`config.mk`:
```
export PLATFORM = sky130hd
export DESIGN_NAME = uart_tx_fifo_flat
export DESIGN_NICKNAME = d
export VERILOG_FILES = /design/src/rtl/uart_tx_fifo_if.sv /design/src/rtl/uart_tx_fifo.sv /design/src/flat_wrapper.sv
export SDC_FILE = /design/constraint.sdc
export NUM_CORES = 1
export LEC_CHECK = 0
export CORE_MARGIN = 10
export CORE_UTILIZATION = 45
export DETAILED_ROUTE_END_ITERATION = 8
export PLACE_DENSITY = 0.7
export SLEW_MARGIN = 20
export SYNTH_ARGS = -nofsm -noshare
export SYNTH_HDL_FRONTEND = slang
export SYNTH_SLANG_ARGS = --single-unit
```
`constraint.sdc`:
```
create_clock -name clk -period 8.08 [get_ports clk]
set_input_delay 1.212 -clock clk [delete_from_list [all_inputs] [get_ports clk]]
set_output_delay 1.212 -clock clk [all_outputs]
set_load 0.01 [all_outputs]
```
`src/rtl/uart_tx_fifo_if.sv`:
```
// uart_tx_fifo_if -- valid/ready write port of the buffered UART transmitter.
//
//   i_data   producer -> TX   word to transmit
//   i_valid  producer -> TX   i_data valid this cycle
//   o_ready  TX -> producer   FIFO can accept; a write happens on i_valid & o_ready
//
// Modports: master (producer side), slave (transmitter side).
interface uart_tx_fifo_if #(
   parameter int DATA_BITS = 16
);
   logic [DATA_BITS-1:0] i_data;
   logic                 i_valid;
   logic                 o_ready;

   modport master (output i_data, output i_valid, input o_ready);
   modport slave  (input i_data, input i_valid, output o_ready);
endinterface

```
`src/rtl/uart_tx_fifo.sv`:
```
// uart_tx_fifo -- parametrised serial transmitter with a FIFO_DEPTH-word buffer.
// Frames go out LSB-first: start(0), DATA_BITS payload bits, optional parity,
// STOP_BITS stop bits(1). Frames run back-to-back while the FIFO holds words.
//
// Ports:
//   clk           system clock
//   rst_n         asynchronous active-low reset (aborts any frame, empties FIFO)
//   bus           uart_tx_fifo_if.slave: i_data / i_valid / o_ready write port
//   s_out         serial line, idle high, registered
//   o_busy        high while a frame is on the line
//   o_fifo_count  words currently buffered
//
// Optional feature: define UART_TX_PARITY_EN to insert a parity bit after the
// payload (even parity when PARITY_ODD=0, odd when PARITY_ODD=1).
module uart_tx_fifo #(
   parameter int CLKS_PER_BIT = 5,
   parameter int DATA_BITS    = 16,
   parameter int STOP_BITS    = 1,
   parameter int FIFO_DEPTH   = 4,
   parameter int PARITY_ODD   = 0
) (
   input  logic                          clk,
   input  logic                          rst_n,
   uart_tx_fifo_if.slave                 bus,
   output logic                          s_out,
   output logic                          o_busy,
   output logic [$clog2(FIFO_DEPTH):0]   o_fifo_count
);

   localparam int PTR_W  = $clog2(FIFO_DEPTH);
   localparam int CNT_W  = PTR_W + 1;
   localparam int TICK_W = $clog2(CLKS_PER_BIT);
   localparam int IDX_W  = $clog2(DATA_BITS);

   localparam logic [CNT_W-1:0]  DEPTH_C   = CNT_W'(FIFO_DEPTH);
   localparam logic [TICK_W-1:0] TICK_LAST = TICK_W'(CLKS_PER_BIT - 1);
   localparam logic [IDX_W-1:0]  IDX_LAST  = IDX_W'(DATA_BITS - 1);
   localparam logic [0:0]        STOP_LAST = 1'(STOP_BITS - 1);

   localparam logic [2:0] ST_IDLE   = 3'd0;
   localparam logic [2:0] ST_START  = 3'd1;
   localparam logic [2:0] ST_DATA   = 3'd2;
`ifdef UART_TX_PARITY_EN
   localparam logic [2:0] ST_PARITY = 3'd3;
`endif
   localparam logic [2:0] ST_STOP   = 3'd4;

   // Elaboration-time parameter legality checks.
   if (CLKS_PER_BIT < 2) begin : g_bad_cpb
      $error("uart_tx_fifo: CLKS_PER_BIT must be >= 2");
   end
   if (DATA_BITS < 5 || DATA_BITS > 16) begin : g_bad_db
      $error("uart_tx_fifo: DATA_BITS must be 5..16");
   end
   if (STOP_BITS < 1 || STOP_BITS > 2) begin : g_bad_sb
      $error("uart_tx_fifo: STOP_BITS must be 1 or 2");
   end
   if (FIFO_DEPTH < 2 || FIFO_DEPTH > 16 || (FIFO_DEPTH & (FIFO_DEPTH - 1)) != 0) begin : g_bad_depth
      $error("uart_tx_fifo: FIFO_DEPTH must be a power of two in 2..16");
   end
   if (PARITY_ODD != 0 && PARITY_ODD != 1) begin : g_bad_par
      $error("uart_tx_fifo: PARITY_ODD must be 0 or 1");
   end

   logic [DATA_BITS-1:0] mem [FIFO_DEPTH];
   logic [PTR_W-1:0]     wr_ptr;
   logic [PTR_W-1:0]     rd_ptr;
   logic [CNT_W-1:0]     count;

   logic [2:0]           state;
   logic [TICK_W-1:0]    tick;
   logic [IDX_W-1:0]     bit_idx;
   logic [0:0]           stop_idx;
   logic [DATA_BITS-1:0] shreg;
`ifdef UART_TX_PARITY_EN
   logic                 parity_bit;
`endif

   logic push;
   logic pop;
   logic bit_end;

   // Held low during reset so producers never write into a FIFO being cleared.
   assign bus.o_ready  = rst_n & (count < DEPTH_C);
   assign push         = bus.i_valid & bus.o_ready;
   assign bit_end      = (tick == TICK_LAST);
   assign o_busy       = (state != ST_IDLE);
   assign o_fifo_count = count;

   // Pop either from IDLE, or on the last cycle of the last stop bit so the
   // next start bit follows with no idle gap.
   always_comb begin
      pop = 1'b0;
      if (count != '0) begin
         if (state == ST_IDLE) begin
            pop = 1'b1;
         end else if (state == ST_STOP && bit_end && stop_idx == STOP_LAST) begin
            pop = 1'b1;
         end
      end
   end

   always_ff @(posedge clk) begin
      if (push) begin
         mem[wr_ptr] <= bus.i_data;
      end
   end

   always_ff @(posedge clk or negedge rst_n) begin
      if (!rst_n) begin
         wr_ptr <= '0;
         rd_ptr <= '0;
         count  <= '0;
      end else begin
         if (push) begin
            wr_ptr <= wr_ptr + 1'b1;
         end
         if (pop) begin
            rd_ptr <= rd_ptr + 1'b1;
         end
         case ({push, pop})
            2'b10:   count <= count + 1'b1;
            2'b01:   count <= count - 1'b1;
            default: count <= count;
         endcase
      end
   end

   always_ff @(posedge clk or negedge rst_n) begin
      if (!rst_n) begin
         state    <= ST_IDLE;
         tick     <= '0;
         bit_idx  <= '0;
         stop_idx <= '0;
         shreg    <= '0;
         s_out    <= 1'b1;
`ifdef UART_TX_PARITY_EN
         parity_bit <= 1'b0;
`endif
      end else begin
         if (state == ST_IDLE || bit_end) begin
            tick <= '0;
         end else begin
            tick <= tick + 1'b1;
         end

         if (pop) begin
            // Payload is captured here; later i_data changes cannot reach the line.
            shreg <= mem[rd_ptr];
`ifdef UART_TX_PARITY_EN
            parity_bit <= (^mem[rd_ptr]) ^ 1'(PARITY_ODD);
`endif
            state <= ST_START;
            s_out <= 1'b0;
         end else begin
            case (state)
               ST_IDLE: begin
                  s_out <= 1'b1;
               end
               ST_START: begin
                  if (bit_end) begin
                     state   <= ST_DATA;
                     bit_idx <= '0;
                     s_out   <= shreg[0];
                     shreg   <= shreg >> 1;
                  end
               end
               ST_DATA: begin
                  if (bit_end) begin
                     if (bit_idx == IDX_LAST) begin
`ifdef UART_TX_PARITY_EN
                        state <= ST_PARITY;
                        s_out <= parity_bit;
`else
                        state    <= ST_STOP;
                        stop_idx <= '0;
                        s_out    <= 1'b1;
`endif
                     end else begin
                        bit_idx <= bit_idx + 1'b1;
                        s_out   <= shreg[0];
                        shreg   <= shreg >> 1;
                     end
                  end
               end
`ifdef UART_TX_PARITY_EN
               ST_PARITY: begin
                  if (bit_end) begin
                     state    <= ST_STOP;
                     stop_idx <= '0;
                     s_out    <= 1'b1;
                  end
               end
`endif
               ST_STOP: begin
                  if (bit_end) begin
                     if (stop_idx == STOP_LAST) begin
                        state <= ST_IDLE;
                        s_out <= 1'b1;
                     end else begin
                        stop_idx <= stop_idx + 1'b1;
                     end
                  end
               end
               default: begin
                  state <= ST_IDLE;
                  s_out <= 1'b1;
               end
            endcase
         end
      end
   end

endmodule

```
`src/flat_wrapper.sv`:
```
// flat-port wrapper written by rule: the top's interface ports become plain ports
module uart_tx_fifo_flat 
#(
   parameter int CLKS_PER_BIT = 5,
   parameter int DATA_BITS    = 16,
   parameter int STOP_BITS    = 1,
   parameter int FIFO_DEPTH   = 4,
   parameter int PARITY_ODD   = 0
)
  (clk, rst_n, s_out, o_busy, o_fifo_count, bus_i_data, bus_i_valid, bus_o_ready);
  uart_tx_fifo_if #(.DATA_BITS(DATA_BITS)) bus_i ();
  input  logic clk;
  input  logic rst_n;
  output logic s_out;
  output logic o_busy;
  output logic [$clog2(FIFO_DEPTH):0] o_fifo_count;
  input wire logic [$bits(bus_i.i_data)-1:0] bus_i_data;
  input wire logic [$bits(bus_i.i_valid)-1:0] bus_i_valid;
  output wire logic [$bits(bus_i.o_ready)-1:0] bus_o_ready;
  assign bus_i.i_data = bus_i_data;
  assign bus_i.i_valid = bus_i_valid;
  assign bus_o_ready = bus_i.o_ready;
  uart_tx_fifo #(.CLKS_PER_BIT(CLKS_PER_BIT), .DATA_BITS(DATA_BITS), .STOP_BITS(STOP_BITS), .FIFO_DEPTH(FIFO_DEPTH), .PARITY_ODD(PARITY_ODD)) u_core (.clk(clk), .rst_n(rst_n), .bus(bus_i), .s_out(s_out), .o_busy(o_busy), .o_fifo_count(o_fifo_count));
endmodule
```
==> results of run 1 <==
[metal layers]
| layer | global-route usage [%] | wire length [um] |
|---|---|---|
| met1 | 14.88 | 3151 |
| met2 | 17.29 | 3406 |
| met3 | 3.542 | 203 |
| met4 | 3.465 | 90 |
| met5 | 0 | 0 |
[sequential cells by signal, indices dropped and copies added, names as in the netlist]
signal               cells
u_core.bit_idx           4
u_core.mem              64
u_core.o_fifo_count      3
u_core.rd_ptr            2
u_core.s_out             1
u_core.shreg            16
u_core.state             3
u_core.tick              3
u_core.wr_ptr            2
[area by class of cell]
cell class / instances / share of cell area (%)
clock buffer: 9 / 2.714
multi-input combinational: 133 / 25.47
tap: 108 / 2.961
clock inverter: 7 / 1.508
inverter: 10 / 0.8224
sequential: 98 / 60.77
timing repair buffer: 27 / 5.757
[synth_stat cells (all sizes together) (3+ instances only)]
library cell,instances,area (sq um)
a21oi,4,20.02
a22oi,13,97.59
and3,7,43.79
buf,6,36.28
clkbuf,8,30.03
dfrtp,33,825.8
edfxtp,64,1922
ha,8,100.1
inv,10,37.53
mux2,3,33.78
mux4,16,360.4
nand2,19,73.82
nand3,3,15.01
nor2,8,30.03
nor3,5,25.02
o21ai,16,80.08
xnor2,6,52.55
[worst max path at each step]
stage                        endpoint  startpoint  cells past startpoint
2_1_floorplan  u_core.o_fifo_count[2]       rst_n                      8
3_3_place_gp              bus_o_ready       rst_n                      4
3_5_place_dp              bus_o_ready       rst_n                      4
4_1_cts                   bus_o_ready       rst_n                      4
5_1_grt                   bus_o_ready       rst_n                      4
6_report                  bus_o_ready       rst_n                      4
[cells in the final DEF (no fill, tap or decap), types with 2 or more instances in the layout]
cell type	n
o21ai_0	16
a211oi_1	2
nor3_1	5
inv_1	9
inv_8	3
nor2_1	8
ha_1	8
clkdlybuf4s50_1	24
mux2i_1	2
clkbuf_8	9
a21oi_1	4
inv_6	2
nand3_1	3
mux2_2	3
dfrtp_1	33
nand4b_1	2
xor2_1	2
nand3b_1	2
a22oi_1	13
buf_4	3
and2_1	2
mux4_2	16
clkinv_4	2
xnor2_1	6
edfxtp_1	64
and3_1	7
nand2_1	18
[metrics by stage]
stage / power [mW] / hold slack, ns / std cells
floorplan: 1.002 / 0.4727 / 255
global placement: 1.107 / 0.4960 / 376
detailed placement: 1.126 / 0.5002 / 376
CTS: 1.431 / 0.5252 / 392
global route: 1.505 / 0.5411 / 392
finish: 1.411 / 0.5198 / 392
[power by group through the flow]
stage                     Clock [mW]  Combinational, mW  Sequential, mW
after floorplan                    0              0.319           0.684
after global placement             0              0.391           0.716
after detailed placement           0              0.405           0.721
after CTS                      0.315              0.406           0.710
after global routing           0.338              0.445           0.722
final                          0.308              0.395           0.708
[cell families (layout without fill, tap and decap cells)]
| kind of cell | count (synthesis) | after routing |
|---|---|---|
| flops | 98 | 98 |
| simple gates | 53 | 53 |
| compound gates | 42 | 42 |
| buf+inv | 24 | 53 |
| mux | 21 | 21 |
| fa+ha+maj | 9 | 9 |
| xor+xnor | 8 | 8 |
==> metrics.md, run 1 <==
| Metric | Value |
|---|---|
| Crit path max fanout | 35 |
| Clock sinks | 98 |
| Post-Synth XOR/XNOR Area | 1.734% |
| Outcome | completed |
| RSZ-0062 raised after global routing | false |
| Max-slew headroom | 40.51% |
| Setup Skew | 0.007158 ns |
| Antenna violations before repair | 0 |
| Full die area | 13170 sq um |
| Cts hold-fix bufs | 0 |
| Slew Viols, Final | 0 |
| Max-Cap Viols | 0 |
| Cell Pwr Density | 309.0 nW/um^2 |
| H-tree levels | 3 |
| Critical Path RT | 6.87 ns |
| Hold Crit Class | flip-flop to flip-flop |
| Comb pwr share | 28.0% |
| Critical path's top delay family | buffers and inverters |
| WL/cell | 17.48 um |
| Final Util | 52.34% |
| Area delta synth->final | 12.98% |
| Pint | 960.5 uW |
| Nets | 307 |
| Mapped Nets | 283 |
| Largest family of logic cells by synthesized area | multiplexers |
| Classification of the worst setup path | input pin to primary output |
| First-pass GRT wire length | 11720 um |
| Reg clk slew, reported paths | 0.10 ns |
| Cts repair resizes | 0 |
| Mux cell area share after synthesis | 10.25% |
| Pre-CTS setup slack | 3.821 ns |
| Root Driver | clkbuf_8 |
| Final WL | 6852 um |
| Largest net degree at the start of global routing | 37 |
| Synth Cell Area | 4040 sq um |
| Adder-cell share of the synthesized area | 2.973% |
| Critical path cell sequence | clkdlybuf4s50_1 > buf_4 > nor2b_1 > clkdlybuf4s50_1 |
| Worst Slack Setup Final | 3.851 ns |
| HPWL after DPL | 4329 um |
| Compound-gate portion of the synthesized area | 6.844% |
| Final setup fails | 0 |
| Netlist cell types | 40 |
| Leak pwr | 1.640 nW |
| Register Area | 2774 sq um |
| Worst Path Buf+Inv | 3 |
| Area post-placement | 4372 sq um |
| DRT iter0 DRCs | 78 |
| Final hold viol count | 0 |
| Clock buffer count from CTS | 9 |
| Slowest library cell on the worst path | clkdlybuf4s50_1 |
| Crit start category | input pin |
| Fin area | 4564 sq um |
| Placer congestion estimate | 0.7509 |
| Top cell by count, worst path | clkdlybuf4s50_1 |
| Antenna diodes | 0 |
| Reg2reg path depth | 8 |
| Pin slew with the least headroom to its limit | 0.8924 ns |
| Antenna viol nets, final | 0 |
| Period utilization | 52.34% |
| Register area share after synthesis | 68.66% |
| Post CTS Setup Buffer Count | 0 |
| Synth warn | 0 |
| Post-synth EDFFs | 64 |
| Synth Area in Simple Gates | 6.968% |
| Synth Flop Type | edfxtp_1 |
| Die height | 114.8 um |
| Fill cells | 719 |
| Worst reg2reg startpoint | u_core.tick[0] |
| Vias | 2118 |
| Clk Latency, worst-skew pair | 0.36 ns |
| Critical Path Max Stage Delay | 0.61 ns |
| Worst EP arrival | 3.02 ns |
| Max Freq | 0.2365 GHz |
| Clk buf depth | 2 |
| Sw frac | 31.91% |
| Cells after Synth | 255 |
| Starting density of the core | 46.33% |
| WHS Endpoint | u_core.shreg[15] |
| Row cnt | 34 |
| Pre-Repair DR Iteration Count | 4 |
| Total grt overflow | 0 |
| Capture point of the worst reg-to-reg path | u_core.o_fifo_count[1] |
| Sequential share of power | 50.2% |
| Peak supply drop | 0.1295 mV |
| Clock Power Share | 21.8% |
| FF+latch count, synth | 98 |
| Sw Pwr | 450.1 uW |
| TritonCTS clock tree | built |
| DR vias/cell | 5.403 |
| Core Area | 8721 sq um |
| Hold_sp | u_core.shreg[15] |
| Remaining DRCs | 0 |
| R2R Setup Slk | 5.03 ns |
| Vias in the first global route | 2246 |
| Hold path cells | 1 |
| Die width | 114.8 um |
| Share of cells above drive strength 1 | 14.79% |
| Port Buf Inserts | 24 |
| Multi-input combinational cell area | 1162 sq um |
| Critical Path End Type | primary output |
| All-Layer GR Usage | 11.21% |
| Setup TNS | 0 ns |
| Tmin final | 4.229 ns |
| IO Count | 25 |
| Avg Inst Size Synth | 15.84 sq um |
| Post-synth ARST share | 34.69% |
Power figures use the tool's default switching activity.
==> run 2, diff against run 1 <==
==> constraint.sdc (replaced) <==
create_clock -name clk -period 4.2 [get_ports clk]
set_input_delay 0.63 -clock clk [delete_from_list [all_inputs] [get_ports clk]]
set_output_delay 0.63 -clock clk [all_outputs]
set_load 0.01 [all_outputs]
==> metrics.md, run 2 (synthesis gave the netlist of run 1 again) <==
| Metric | Value |
|---|---|
| CP startpoint | u_core.tick[0] (was rst_n) |
| Vias | 2137 (was 2118) |
| H-tree levels | 3 (unchanged) |
| Post CTS Setup Buffer Count | 0 (unchanged) |
| Row cnt | 34 (unchanged) |
| Slew Viols, Final | 0 (unchanged) |
| Most frequent cells in the layout | 64 x edfxtp_1, 33 x dfrtp_1, 24 x clkdlybuf4s50_1, 18 x nand2_1 (unchanged) |
| Reg clk slew, reported paths | 0.10 ns (about the same) |
| Antenna diodes | 0 (unchanged) |
| Nets | 307 (unchanged) |
| Peak supply drop | 0.2976 mV (was 0.1295 mV) |
| Worst Setup EP | u_core.o_fifo_count[1] (was bus_o_ready) |
| Max-slew headroom | 34.38% (was 40.51%) |
| HPWL after DPL | 4429 um (was 4329 um) |
| Clk Latency, worst-skew pair | 0.36 ns (about the same) |
| Max-Cap Viols | 0 (unchanged) |
| Total grt overflow | 0 (unchanged) |
| Outcome | completed (unchanged) |
| Pin slew with the least headroom to its limit | 0.9843 ns (was 0.8924 ns) |
| Clock buffer count from CTS | 9 (unchanged) |
| TritonCTS clock tree | built (unchanged) |
| RSZ-0062 raised after global routing | false (unchanged) |
| Cts hold-fix bufs | 0 (unchanged) |
| Final WL | 6838 um (was 6852 um) |
| Tmin final | 3.021 ns |
| Core Area | 8721 sq um (unchanged) |
| Cell Pwr Density | 603.2 nW/um^2 (was 309.0 nW/um^2) |
| Reg2reg path depth | 8 (unchanged) |
| Classification of the worst setup path | flip-flop to flip-flop (was input pin to primary output) |
| Total power | 2.766 mW (was 1.411 mW) |
| DR vias/cell | 5.452 (was 5.403) |
| Largest net degree at the start of global routing | 35 (was 37) |
| Capture point of the worst reg-to-reg path | u_core.o_fifo_count[1] (unchanged) |
| Antenna violations before repair | 0 (unchanged) |
| Biggest register | u_core.mem (unchanged) |
| Crit path max fanout | 20 (was 35) |
| Max Freq | 0.3310 GHz |
| Root Driver | clkbuf_8 (unchanged) |
| Area delta synth->final | 13.50% (was 12.98%) |
| Met2 WL | 3453 um (was 3406 um) |
| R2R Setup Slk | 1.18 ns (was 5.03 ns) |
| DRT iter0 DRCs | 139 (was 78) |
| Highest metal used | met4 (unchanged) |
| WL/cell | 17.44 um (was 17.48 um) |
| DP Cell Count | 376 (unchanged) |
| Die height | 114.8 um (unchanged) |
| Fin area | 4586 sq um (was 4564 sq um) |
| Post-route insts no fill | 392 (unchanged) |
| Final setup fails | 0 (unchanged) |
| Metal-1 WL | 2999 um (was 3151 um) |
| Pre-Repair DR Iteration Count | 4 (unchanged) |
| Clock sinks | 98 (unchanged) |
| Max FFs per register | 64 (unchanged) |
| Die width | 114.8 um (unchanged) |
| Period utilization | 71.94% |
| Hold Crit Class | flip-flop to flip-flop (unchanged) |
| Worst reg2reg startpoint | u_core.tick[0] (unchanged) |
| Area post-placement | 4372 sq um (unchanged) |
| Setup TNS | 0 ns (unchanged) |
| Remaining DRCs | 0 (unchanged) |
| First-pass GRT wire length | 11760 um (was 11720 um) |
| Placer congestion estimate | 0.7680 (was 0.7509) |
| Clk buf depth | 2 (unchanged) |
| Final hold viol count | 0 (unchanged) |
| Critical Path End Type | flip-flop (was primary output) |
| Commonest non-fill, non-tap cell in the layout | edfxtp_1 (unchanged) |
| Full die area | 13170 sq um (unchanged) |
| Critical Path RT | 4.46 ns (was 6.87 ns) |
| Largest registers | u_core.mem (64), u_core.shreg (16), u_core.bit_idx (4) (unchanged) |
| Port Buf Inserts | 24 (unchanged) |
| Share of cells above drive strength 1 | 14.79% (unchanged) |
| IO Count | 25 (unchanged) |
| Vias in the first global route | 2250 (was 2246) |
| Starting density of the core | 46.33% (unchanged) |
| Worst EP arrival | 3.28 ns (was 3.02 ns) |
| DR WL met3 | 317 um (was 203 um) |
| Cts repair resizes | 0 (unchanged) |
| Antenna viol nets, final | 0 (unchanged) |
| All-Layer GR Usage | 11.44% (was 11.21%) |
| Leak pwr | 1.650 nW (was 1.640 nW) |
| Setup Skew | 0.01034 ns (was 0.007158 ns) |
| Crit start category | flip-flop (was input pin) |
-- run 2: worst min path at each step --
stage,endpoint,cells past startpoint,from
5_1_grt,u_core.shreg[14],1,u_core.shreg[15]
3_5_place_dp,u_core.shreg[15],1,u_core.shreg[15]
2_1_floorplan,u_core.bit_idx[0],0,rst_n
6_report,u_core.bit_idx[0],1,u_core.bit_idx[0]
4_1_cts,u_core.shreg[15],1,u_core.shreg[15]
3_3_place_gp,u_core.shreg[14],1,u_core.shreg[15]
-- run 2: per-layer routing --
metal,up-vias,track usage [%]
met3,8,4.010
li1,1020,-
met5,-,0
met2,33,17.86
met1,1076,14.76
met4,0,3.465
-- run 2: power breakdown --
part | internal (mW) | switching (mW)
sequential | 1.22 | 0.184
clock | 0.293 | 0.347
combinational | 0.397 | 0.329
total | 1.91 | 0.861
-- run 2: layout make-up --
class,count,area (sq um)
clock inverters,7,90.09
fillers,694,4135
repair buffers,27,262.8
clock buffers,9,123.9
flip-flops and latches,98,2774
inverters,10,37.54
well taps,108,135.1
multi-input cells,133,1162
-- run 2: worst max-delay path, stage by stage, from the launching register on --
cell and delay, ns:
dfrtp_1 0.39, inv_1 0.08, ha_1 0.22, nand2_2 0.17
a2111o_1 0.70, inv_2 0.39, ha_1 0.28, fa_1 0.42
mux2_2 0.26
-- run 2: through the flow --
step | worst slack [ns] | hold slack, ns | utilization, %
floorplan | 1.673 | 0.3344 | -
global placement | 1.301 | 0.4888 | 50.13
detailed placement | 1.184 | 0.4956 | 50.13
CTS | 1.168 | 0.5227 | 52.58
global route | 0.9728 | 0.5526 | 52.58
finish | 1.179 | 0.5199 | 52.58
